**config.mk**
```make
export PLATFORM = sky130hd
export DESIGN_NAME = control_unit_mc
export DESIGN_NICKNAME = d
export VERILOG_FILES = /design/src/rtl/control_unit_mc.sv
export SDC_FILE = /design/constraint.sdc
export NUM_CORES = 1
export LEC_CHECK = 0
export BUFFER_PORTS_ARGS = -buffer_cell sky130_fd_sc_hd__buf_4
export CAP_MARGIN = 20
export CELL_PAD_IN_SITES_DETAIL_PLACEMENT = 1
export CELL_PAD_IN_SITES_GLOBAL_PLACEMENT = 1
export CORE_MARGIN = 1
export CORE_UTILIZATION = 27
export DETAILED_ROUTE_END_ITERATION = 12
export GPL_TIMING_DRIVEN = 0
export HOLD_SLACK_MARGIN = 0.1
export PLACE_DENSITY = 0.8
export SLEW_MARGIN = 20
export SYNTH_ARGS = -nofsm -noshare
export SYNTH_HDL_FRONTEND = slang
export SYNTH_SLANG_ARGS = --single-unit
```
**constraint.sdc**
```tcl
create_clock -name clk -period 1.3 [get_ports clk]
set_clock_uncertainty 0.1 [all_clocks]
set_input_delay 0.065 -clock clk [delete_from_list [all_inputs] [get_ports clk]]
set_output_delay 0.065 -clock clk [all_outputs]
set_load 0.01 [all_outputs]
```
**src/rtl/control_unit_mc.sv**
```systemverilog
// Multicycle RV32I control FSM with memory wait states
// and illegal-opcode trapping.
module control_unit_mc #(
    parameter int MEM_HANDSHAKE   = 1,
    parameter int MEM_LATENCY     = 0,
    parameter int TRAP_ON_ILLEGAL = 1
) (
    input  logic       clk,
    input  logic       reset,
    input  logic [6:0] opcode,
    input  logic [2:0] funct3,
    input  logic       func7_bit5,
    input  logic       zero,
    input  logic       lt,
    input  logic       ltu,
    input  logic       mem_ready,
    output logic       pcwrite,
    output logic       irwrite,
    output logic       regwrite,
    output logic       memwrite,
    output logic       memread,
    output logic       adrsource,
    output logic [2:0] imm_source,
    output logic [1:0] alu_source_a,
    output logic [1:0] alu_source_b,
    output logic [3:0] alu_control,
    output logic [1:0] resultsource,
    output logic       illegal,
    output logic [3:0] state
);

    typedef enum logic [3:0] {
        S_RESET, S_FETCH, S_DECODE, S_MEMADR,
        S_MEMREAD, S_MEMWB, S_MEMWRITE, S_EXECR,
        S_EXECI, S_ALUWB, S_BRANCH, S_JAL,
        S_JALR, S_JALR_PC, S_UPPER, S_TRAP
    } state_t;

    localparam logic [6:0] OP_LOAD  = 7'b0000011;
    localparam logic [6:0] OP_STORE = 7'b0100011;
    localparam logic [6:0] OP_R     = 7'b0110011;
    localparam logic [6:0] OP_I     = 7'b0010011;
    localparam logic [6:0] OP_BR    = 7'b1100011;
    localparam logic [6:0] OP_JAL   = 7'b1101111;
    localparam logic [6:0] OP_JALR  = 7'b1100111;
    localparam logic [6:0] OP_LUI   = 7'b0110111;
    localparam logic [6:0] OP_AUIPC = 7'b0010111;

    localparam logic       HS_EN = (MEM_HANDSHAKE != 0);
    localparam logic       TRAP_EN = (TRAP_ON_ILLEGAL != 0);
    localparam logic [3:0] LAT = MEM_LATENCY[3:0];

    state_t     state_q, state_d;
    logic [3:0] cnt_q, cnt_d;
    logic       illegal_q, illegal_d;
    logic       mem_done, in_mem;
    logic       dec_ill;
    state_t     dec_next;
    logic [3:0] alu_fn;
    logic       br_take;

    assign in_mem = (state_q == S_FETCH) || (state_q == S_MEMREAD)
                 || (state_q == S_MEMWRITE);
    assign mem_done = HS_EN ? mem_ready : (cnt_q == LAT);
    assign cnt_d = (in_mem && !mem_done) ? cnt_q + 4'd1 : 4'd0;
    assign illegal_d = ((state_q == S_DECODE) && dec_ill)
                    || (TRAP_EN && illegal_q);
    assign illegal = illegal_q;
    assign state = state_q;

    // Opcode decode: successor of DECODE and illegal detection.
    always_comb begin
        dec_ill = 1'b0;
        dec_next = S_TRAP;
        unique case (opcode)
            OP_LOAD, OP_STORE: dec_next = S_MEMADR;
            OP_R:              dec_next = S_EXECR;
            OP_I:              dec_next = S_EXECI;
            OP_BR: begin
                dec_next = S_BRANCH;
                dec_ill = (funct3[2:1] == 2'b01);
            end
            OP_JAL:            dec_next = S_JAL;
            OP_JALR:           dec_next = S_JALR;
            OP_LUI, OP_AUIPC:  dec_next = S_UPPER;
            default:           dec_ill = 1'b1;
        endcase
        if (dec_ill) dec_next = TRAP_EN ? S_TRAP : S_FETCH;
    end

    // ALU function for R/I ops; SUB only exists in R-type.
    always_comb begin
        alu_fn = 4'b0000;
        unique case (funct3)
            3'b000: alu_fn = (func7_bit5 && state_q == S_EXECR)
                           ? 4'b0001 : 4'b0000;
            3'b001: alu_fn = 4'b0111;
            3'b010: alu_fn = 4'b0101;
            3'b011: alu_fn = 4'b0110;
            3'b100: alu_fn = 4'b0100;
            3'b101: alu_fn = func7_bit5 ? 4'b1001 : 4'b1000;
            3'b110: alu_fn = 4'b0011;
            3'b111: alu_fn = 4'b0010;
            default: alu_fn = 4'b0000;
        endcase
    end

    // Branch condition from the ALU flags.
    always_comb begin
        br_take = 1'b0;
        unique case (funct3)
            3'b000: br_take = zero;
            3'b001: br_take = !zero;
            3'b100: br_take = lt;
            3'b101: br_take = !lt;
            3'b110: br_take = ltu;
            3'b111: br_take = !ltu;
            default: br_take = 1'b0;
        endcase
    end

    // Next state and datapath controls per state.
    always_comb begin
        state_d = state_q;
        pcwrite = 1'b0;
        irwrite = 1'b0;
        regwrite = 1'b0;
        memwrite = 1'b0;
        memread = 1'b0;
        adrsource = 1'b0;
        imm_source = 3'b000;
        alu_source_a = 2'b00;
        alu_source_b = 2'b00;
        alu_control = 4'b0000;
        resultsource = 2'b00;
        unique case (state_q)
            S_RESET: state_d = S_FETCH;
            S_FETCH: begin
                memread = 1'b1;
                alu_source_b = 2'b10;
                if (mem_done) begin
                    irwrite = 1'b1;
                    pcwrite = 1'b1;
                    state_d = S_DECODE;
                end
            end
            S_DECODE: begin
                alu_source_a = 2'b01;
                alu_source_b = 2'b01;
                imm_source = (opcode == OP_JAL) ? 3'b100 : 3'b010;
                state_d = dec_next;
            end
            S_MEMADR: begin
                alu_source_a = 2'b10;
                alu_source_b = 2'b01;
                if (opcode == OP_STORE) begin
                    imm_source = 3'b001;
                    state_d = S_MEMWRITE;
                end else begin
                    state_d = S_MEMREAD;
                end
            end
            S_MEMREAD: begin
                memread = 1'b1;
                adrsource = 1'b1;
                if (mem_done) state_d = S_MEMWB;
            end
            S_MEMWB: begin
                resultsource = 2'b01;
                regwrite = 1'b1;
                state_d = S_FETCH;
            end
            S_MEMWRITE: begin
                memwrite = 1'b1;
                adrsource = 1'b1;
                if (mem_done) state_d = S_FETCH;
            end
            S_EXECR: begin
                alu_source_a = 2'b10;
                alu_control = alu_fn;
                state_d = S_ALUWB;
            end
            S_EXECI: begin
                alu_source_a = 2'b10;
                alu_source_b = 2'b01;
                alu_control = alu_fn;
                state_d = S_ALUWB;
            end
            S_ALUWB: begin
                resultsource = 2'b10;
                regwrite = 1'b1;
                state_d = S_FETCH;
            end
            S_BRANCH: begin
                alu_source_a = 2'b10;
                alu_control = 4'b0001;
                resultsource = 2'b10;
                pcwrite = br_take;
                state_d = S_FETCH;
            end
            S_JAL, S_JALR_PC: begin
                pcwrite = 1'b1;
                resultsource = 2'b10;
                alu_source_a = 2'b01;
                alu_source_b = 2'b10;
                state_d = S_ALUWB;
            end
            S_JALR: begin
                alu_source_a = 2'b10;
                alu_source_b = 2'b01;
                state_d = S_JALR_PC;
            end
            S_UPPER: begin
                imm_source = 3'b011;
                alu_source_b = 2'b01;
                alu_source_a = (opcode == OP_LUI) ? 2'b11 : 2'b01;
                state_d = S_ALUWB;
            end
            S_TRAP: state_d = S_TRAP;
            default: state_d = S_RESET;
        endcase
    end

    // State, wait counter and illegal flag registers.
    always_ff @(posedge clk) begin
        if (!reset) begin
            state_q <= S_RESET;
            cnt_q <= 4'd0;
            illegal_q <= 1'b0;
        end else begin
            state_q <= state_d;
            cnt_q <= cnt_d;
            illegal_q <= illegal_d;
        end
    end

endmodule

```
==> out/metrics.cfg, run 1 <==
[sta]
finalSetupViolCount=24
fin_ws_ns=-0.389
hold_viol=0
fin_setup_tns_ns=-5.86
slew_viol_final=0
rsz0062_at_grt=yes
fmax_mhz=592
tightest_slew_ns=0.421
min_period_ns=1.69
slew_headroom_pct=71.6
final.period_utilization_pct=130

[place]
dpl.hpwl_mm=2.49
placed_cells=197
port_buffers=38
gp_congestion=0.854
placed_cell_area_um2=1230

[logic_synthesis]
synth_top_area_share_pct=11.9
ys_seq_elements=5
async_reset_ff_share_pct=0
yosysMostFrequentCell=nor2_1
yosysUniqueCellTypes=44
yosysSeqAreaShare_pct=11.9
synth_commonest_cells=nor2_1 (15), o21ai_0 (10), nand2b_1 (9)
ys.flop_type=dfxtp_1
syn_area_um2=845
netlist_instances=128
syn_nets=145
yosys-top-cells-area=dfxtp_1 (12%), nand2b_1 (6.7%), nor2_1 (6.7%)
avgSynthCellArea_um2=6.60
yosys_warnings=0
synth_edf_count=0
post-synth-top-area-cell=dfxtp_1

[clocking]
cts_tree=yes
clk_path_buf_depth=2
cts.htree.levels=1
clk_pin_slew_ns=0.06
cts_buffers=3
clock_latency_ns=0.27
cts.sinks=5
cts-root-buf=clkbuf_4

[critical_path]
critical_path.endpoint_type=output port
critPathKind=register to output port
arrival_ns=1.52
path_max_fanout=5
start_kind=register
required_ns=1.13

[drt]
first_pass_iters=8
routedWlPerCell_um=25.8
finalWirelength_mm=5.96
via_per_inst=5.95
postRouteAntennaNets=0
via_count=1375
drc=3
drt-initial-drc-count=89

[cells_and_area]
nets=218
area_delta_synth_final_pct=139
fin_cells=231
fin_util_pct=70.7
design_area_um2=2020
n_antenna_cell=0
fill_cells=303
drive_gt1_share_pct=70.0

[global_route]
gr-usage-all-layers_pct=27.3
grt_pass1_wl_mm=6.93
antenna_found_initial=0
grt.busiest_layer=met2
met2_usage_pct=51.1
grt_max_degree=11
grt_pass1_vias=1350
use_met3_pct=3.35
met1_usage_pct=33.7
grt_overflow=0

[run_status]
outcome=finished, violations left
violations=design-rule violations, negative setup slack

[floorplan]
core.rowCount=19
fp.dieArea_um2=3360
ios=41
initial_core_util_pct=29.6
die_h_um=57.9
core_area_um2=2850
die_x_um=57.9

[pwr]
finalPower_mw=3.04
p_per_area_nw_per_um2=1510
p_leak_nw=0.898
vdd_drop_max_uv=843

[min_path]
min_path_type=input port to register

[run]
drv_cap=0

[path summary, 6_finish.rpt]
path                  start       end  slack [ns]  cells after the start
setup / recovery   state[2]   pcwrite       -0.39                      6
hold / removal    mem_ready  state[1]        0.13                      3
setup reg to reg   state[1]  state[0]       -0.25                      5
hold reg to reg     illegal   illegal        0.38                      2
[final cells by class]
class                   count  area [um^2]  share of cell area (%)
multi-input cells         106         1000                    49.8
inverters                   4         15.0                   0.744
clock buffers               4         26.3                    1.30
flip-flops and latches      5          113                    5.58
plain buffers              11          171                    8.49
repair buffers             70          649                    32.2
well taps                  31         38.8                    1.92
[state kept, by name (all words and copies together), names as in the netlist]
signal and flops:
illegal 1, state 4
[through the flow]
stage | setup slack, ns | hold slack, ns
4_1_cts | -0.332 | 0.105
2_1_floorplan | -0.00282 | 0.0777
5_1_grt | -0.430 | 0.124
6_report | -0.389 | 0.127
3_5_place_dp | -0.275 | 0.226
3_3_place_gp | -0.253 | 0.224
[placed cells by master, fill, tap and decap left out, types with 3 or more instances in the layout]
cell / instances
buf_12: 4
nand4_1: 3
clkbuf_16: 3
a21oi_2: 3
nand2b_4: 5
nor2_2: 3
dfxtp_4: 3
xor2_1: 4
nand2_1: 4
clkbuf_4: 3
buf_6: 19
o21ai_0: 3
nand2_4: 3
and2_4: 3
nor2_1: 9
buf_8: 3
o21ai_2: 5
nand2b_1: 4
buf_4: 48
inv_1: 4
nor2_4: 3
[repair_timing]
item | in CTS | in global routing
buffers inserted | 16 | 12
pin swaps | 19 | 19
hold endpoints to repair | 5 | 0
cloned | 1 | 2
hold buffers | 1 | 0
endpoints found under the setup margin | 24 | 24
resized for setup | 63 | 50
[critical path: stages (launching register included)]
cell	delay (ns)
dfxtp_4	0.36
clkbuf_16	0.17
xor2_1	0.15
a22o_1	0.22
a21oi_2	0.15
o21ai_2	0.07
buf_4	0.14
[routing by layer]
metal	wire (um)	up-vias
met5	0	-
met4	178	0
met3	562	19
met2	2940	81
met1	2280	670
li1	-	605
[power by group]
| group | switching (mW) | internal (mW) | leakage, nW | total, mW |
|---|---|---|---|---|
| logic | 1.21 | 1.32 | 0.840 | 2.53 |
| registers | 0.0885 | 0.211 | 0.0434 | 0.299 |
| clock network | 0.0914 | 0.118 | 0.0150 | 0.209 |
[cell families after synthesis]
family,synth area share [%]
compound gates,26.8
xor+xnor,5.18
buf+inv,9.18
flops,11.9
mux,3.56
simple gates,43.4
Note: power is estimated with default switching activity, not from simulation.
==> inputs of run 2 (changes only) <==
--- a/config.mk
+++ b/config.mk
@@ -10,11 +10,11 @@
 export CELL_PAD_IN_SITES_DETAIL_PLACEMENT = 1
 export CELL_PAD_IN_SITES_GLOBAL_PLACEMENT = 1
 export CORE_MARGIN = 1
-export CORE_UTILIZATION = 27
+export CORE_UTILIZATION = 30
 export DETAILED_ROUTE_END_ITERATION = 12
 export GPL_TIMING_DRIVEN = 0
 export HOLD_SLACK_MARGIN = 0.1
-export PLACE_DENSITY = 0.8
+export PLACE_DENSITY = 0.84
 export SLEW_MARGIN = 20
 export SYNTH_ARGS = -nofsm -noshare
 export SYNTH_HDL_FRONTEND = slang
==> constraint.sdc (replaced) <==
create_clock -name clk -period 1.9 [get_ports clk]
set_clock_uncertainty 0.1 [all_clocks]
set_input_delay 0.095 -clock clk [delete_from_list [all_inputs] [get_ports clk]]
set_output_delay 0.095 -clock clk [all_outputs]
set_load 0.01 [all_outputs]
==> out/metrics.cfg, run 2 (synthesis gave the netlist of run 1 again) <==
[critical_path]
critPathBufInv=3
arrival_ns=1.62
crit_slowest_cell=dfxtp_2
path_max_fanout=10
start_kind=register
critical_path.endpoint_type=output port
cp_cell_sequence=buf_2 > buf_4 > nor2_1 > o32ai_1 > buf_4
crit_top_cell=buf_4
cpLargestDelayFamily=buffers and inverters
critPathKind=register to output port
slowest_delay_ns=0.42
required_ns=1.70

[floorplan]
die_h_um=55.1
die_x_um=55.1
core_area_um2=2570
ios=41
core.rowCount=18
initial_core_util_pct=32.9
fp.dieArea_um2=3030

[pwr]
pwr-share-seq_pct=17.2
p_comb_share_pct=70.9
vdd_drop_max_uv=737
p_clk_share_pct=11.9
p_leak_nw=0.587
p_per_area_nw_per_um2=878
p_int_mw=0.555
swShare_pct=47.9
switching_power_mw=0.510

[global_route]
grt_overflow=0
grt_pass1_wl_mm=5.13
gr-usage-all-layers_pct=23.8
grt_max_degree=11
grt_pass1_vias=1079
antenna_found_initial=0

[sta]
fin_setup_tns_ns=0
slew_viol_final=0
hold_viol=0
fmax_mhz=551
finalSetupViolCount=0
min_period_ns=1.81
tightest_slew_ns=0.529
slew_headroom_pct=64.7
rsz0062_at_grt=no
final.period_utilization_pct=95.5

[cells_and_area]
nets=186
drive_gt1_share_pct=37.5
final_common_cell=buf_4
fill_cells=347
regArea_um2=104
multi_input_area_um2=677
fin_util_pct=47.2
design_area_um2=1210
largest_reg_flops=4
final_cell_mix=buf_4 (40), nor2_1 (14), o21ai_0 (10)
n_antenna_cell=0
area_delta_synth_final_pct=43.6

[drt]
drc=0
postRouteAntennaNets=0
finalWirelength_mm=3.21
drt-initial-drc-count=25
via_per_inst=5.70
first_pass_iters=5
via_count=1128
routedWlPerCell_um=16.2

[run_status]
outcome=finished, final reports clean

[place]
dpl.hpwl_mm=2.41
placed_cell_area_um2=1170
gp_congestion=0.911
port_buffers=38

[min_path]
min_path_type=input port to register

[clocking]
cts_buffers=3
clk_path_buf_depth=2
cts_tree=yes
cts.htree.levels=1
clock_latency_ns=0.25
cts-root-buf=clkbuf_4
postCtsSetupRepairBufs=0
clk_pin_slew_ns=0.05
cts.sinks=5

[run]
drv_cap=0

[run 2: changes by cell type in the layout (fill, tap and decap cells not counted), moves of 4 or more]
| cell | previous run | this run |
|---|---|---|
| buf_12 | 4 | 0 |
| buf_2 | 1 | 5 |
| buf_4 | 48 | 40 |
| buf_6 | 19 | 0 |
| nand2_1 | 4 | 8 |
| nand2b_1 | 4 | 9 |
| nand2b_4 | 5 | 0 |
| nor2_1 | 9 | 14 |
| o21ai_0 | 3 | 10 |
| o21ai_2 | 5 | 0 |
[run 2: final timing paths]
kind	depth (start not counted)	slack (ns)	startpoint	to
worst max-delay path	5	0.09	state[1]	alu_control[0]
worst min-delay path	4	0.13	opcode[6]	state[1]
worst max register to register	4	0.43	state[3]	state[2]
worst min register to register	2	0.38	illegal	illegal
[run 2: final cells by class]
type | instances | share of cell area, %
Tap cell | 30 | 3.10
Multi-Input combinational cell | 106 | 55.8
Clock buffer | 3 | 1.86
Buffer | 10 | 4.64
Timing Repair Buffer | 39 | 24.4
Sequential cell | 5 | 8.57
Inverter | 4 | 1.24
Clock inverter | 1 | 0.413
[run 2: power groups by stage]
| stage | logic (mW) | clock network, mW | registers, mW |
|---|---|---|---|
| after global routing | 0.828 | 0.138 | 0.188 |
| after floorplan | 0.453 | 0 | 0.160 |
| after global placement | 0.744 | 0 | 0.146 |
| final | 0.754 | 0.127 | 0.183 |
| after CTS | 0.741 | 0.131 | 0.181 |
| after detailed placement | 0.771 | 0 | 0.149 |
[run 2: through the flow]
| stage | instances | hold WS [ns] | worst slack [ns] | power [mW] |
|---|---|---|---|---|
| after global placement | 196 | 0.252 | 0.145 | 0.890 |
| final | 198 | 0.134 | 0.0857 | 1.06 |
| after floorplan | 128 | 0.108 | 0.307 | 0.613 |
| after CTS | 198 | 0.136 | 0.0454 | 1.05 |
| after global routing | 198 | 0.168 | 0.00787 | 1.15 |
| after detailed placement | 196 | 0.257 | 0.0960 | 0.920 |
[run 2: worst min-delay path: cells and delay by family]
family	cells	cell delay, ns
compound gates	1	0.09
buf+inv	1	0.11
simple gates	2	0.14
[run 2: repair_timing]
action	CTS	global route
endpoints found under the hold margin	5	0
hold buffers	1	0
resized for setup	4	7
setup endpoints to repair	11	6
[run 2: layer usage]
| metal | vias to the layer above | track usage [%] | routed length [um] |
|---|---|---|---|
| met5 | - | 0 | 0 |
| met3 | 8 | 4.10 | 173 |
| met2 | 45 | 42.4 | 1670 |
| met4 | 0 | 6.67 | 51 |
| met1 | 535 | 29.0 | 1310 |
| li1 | 540 | - | - |
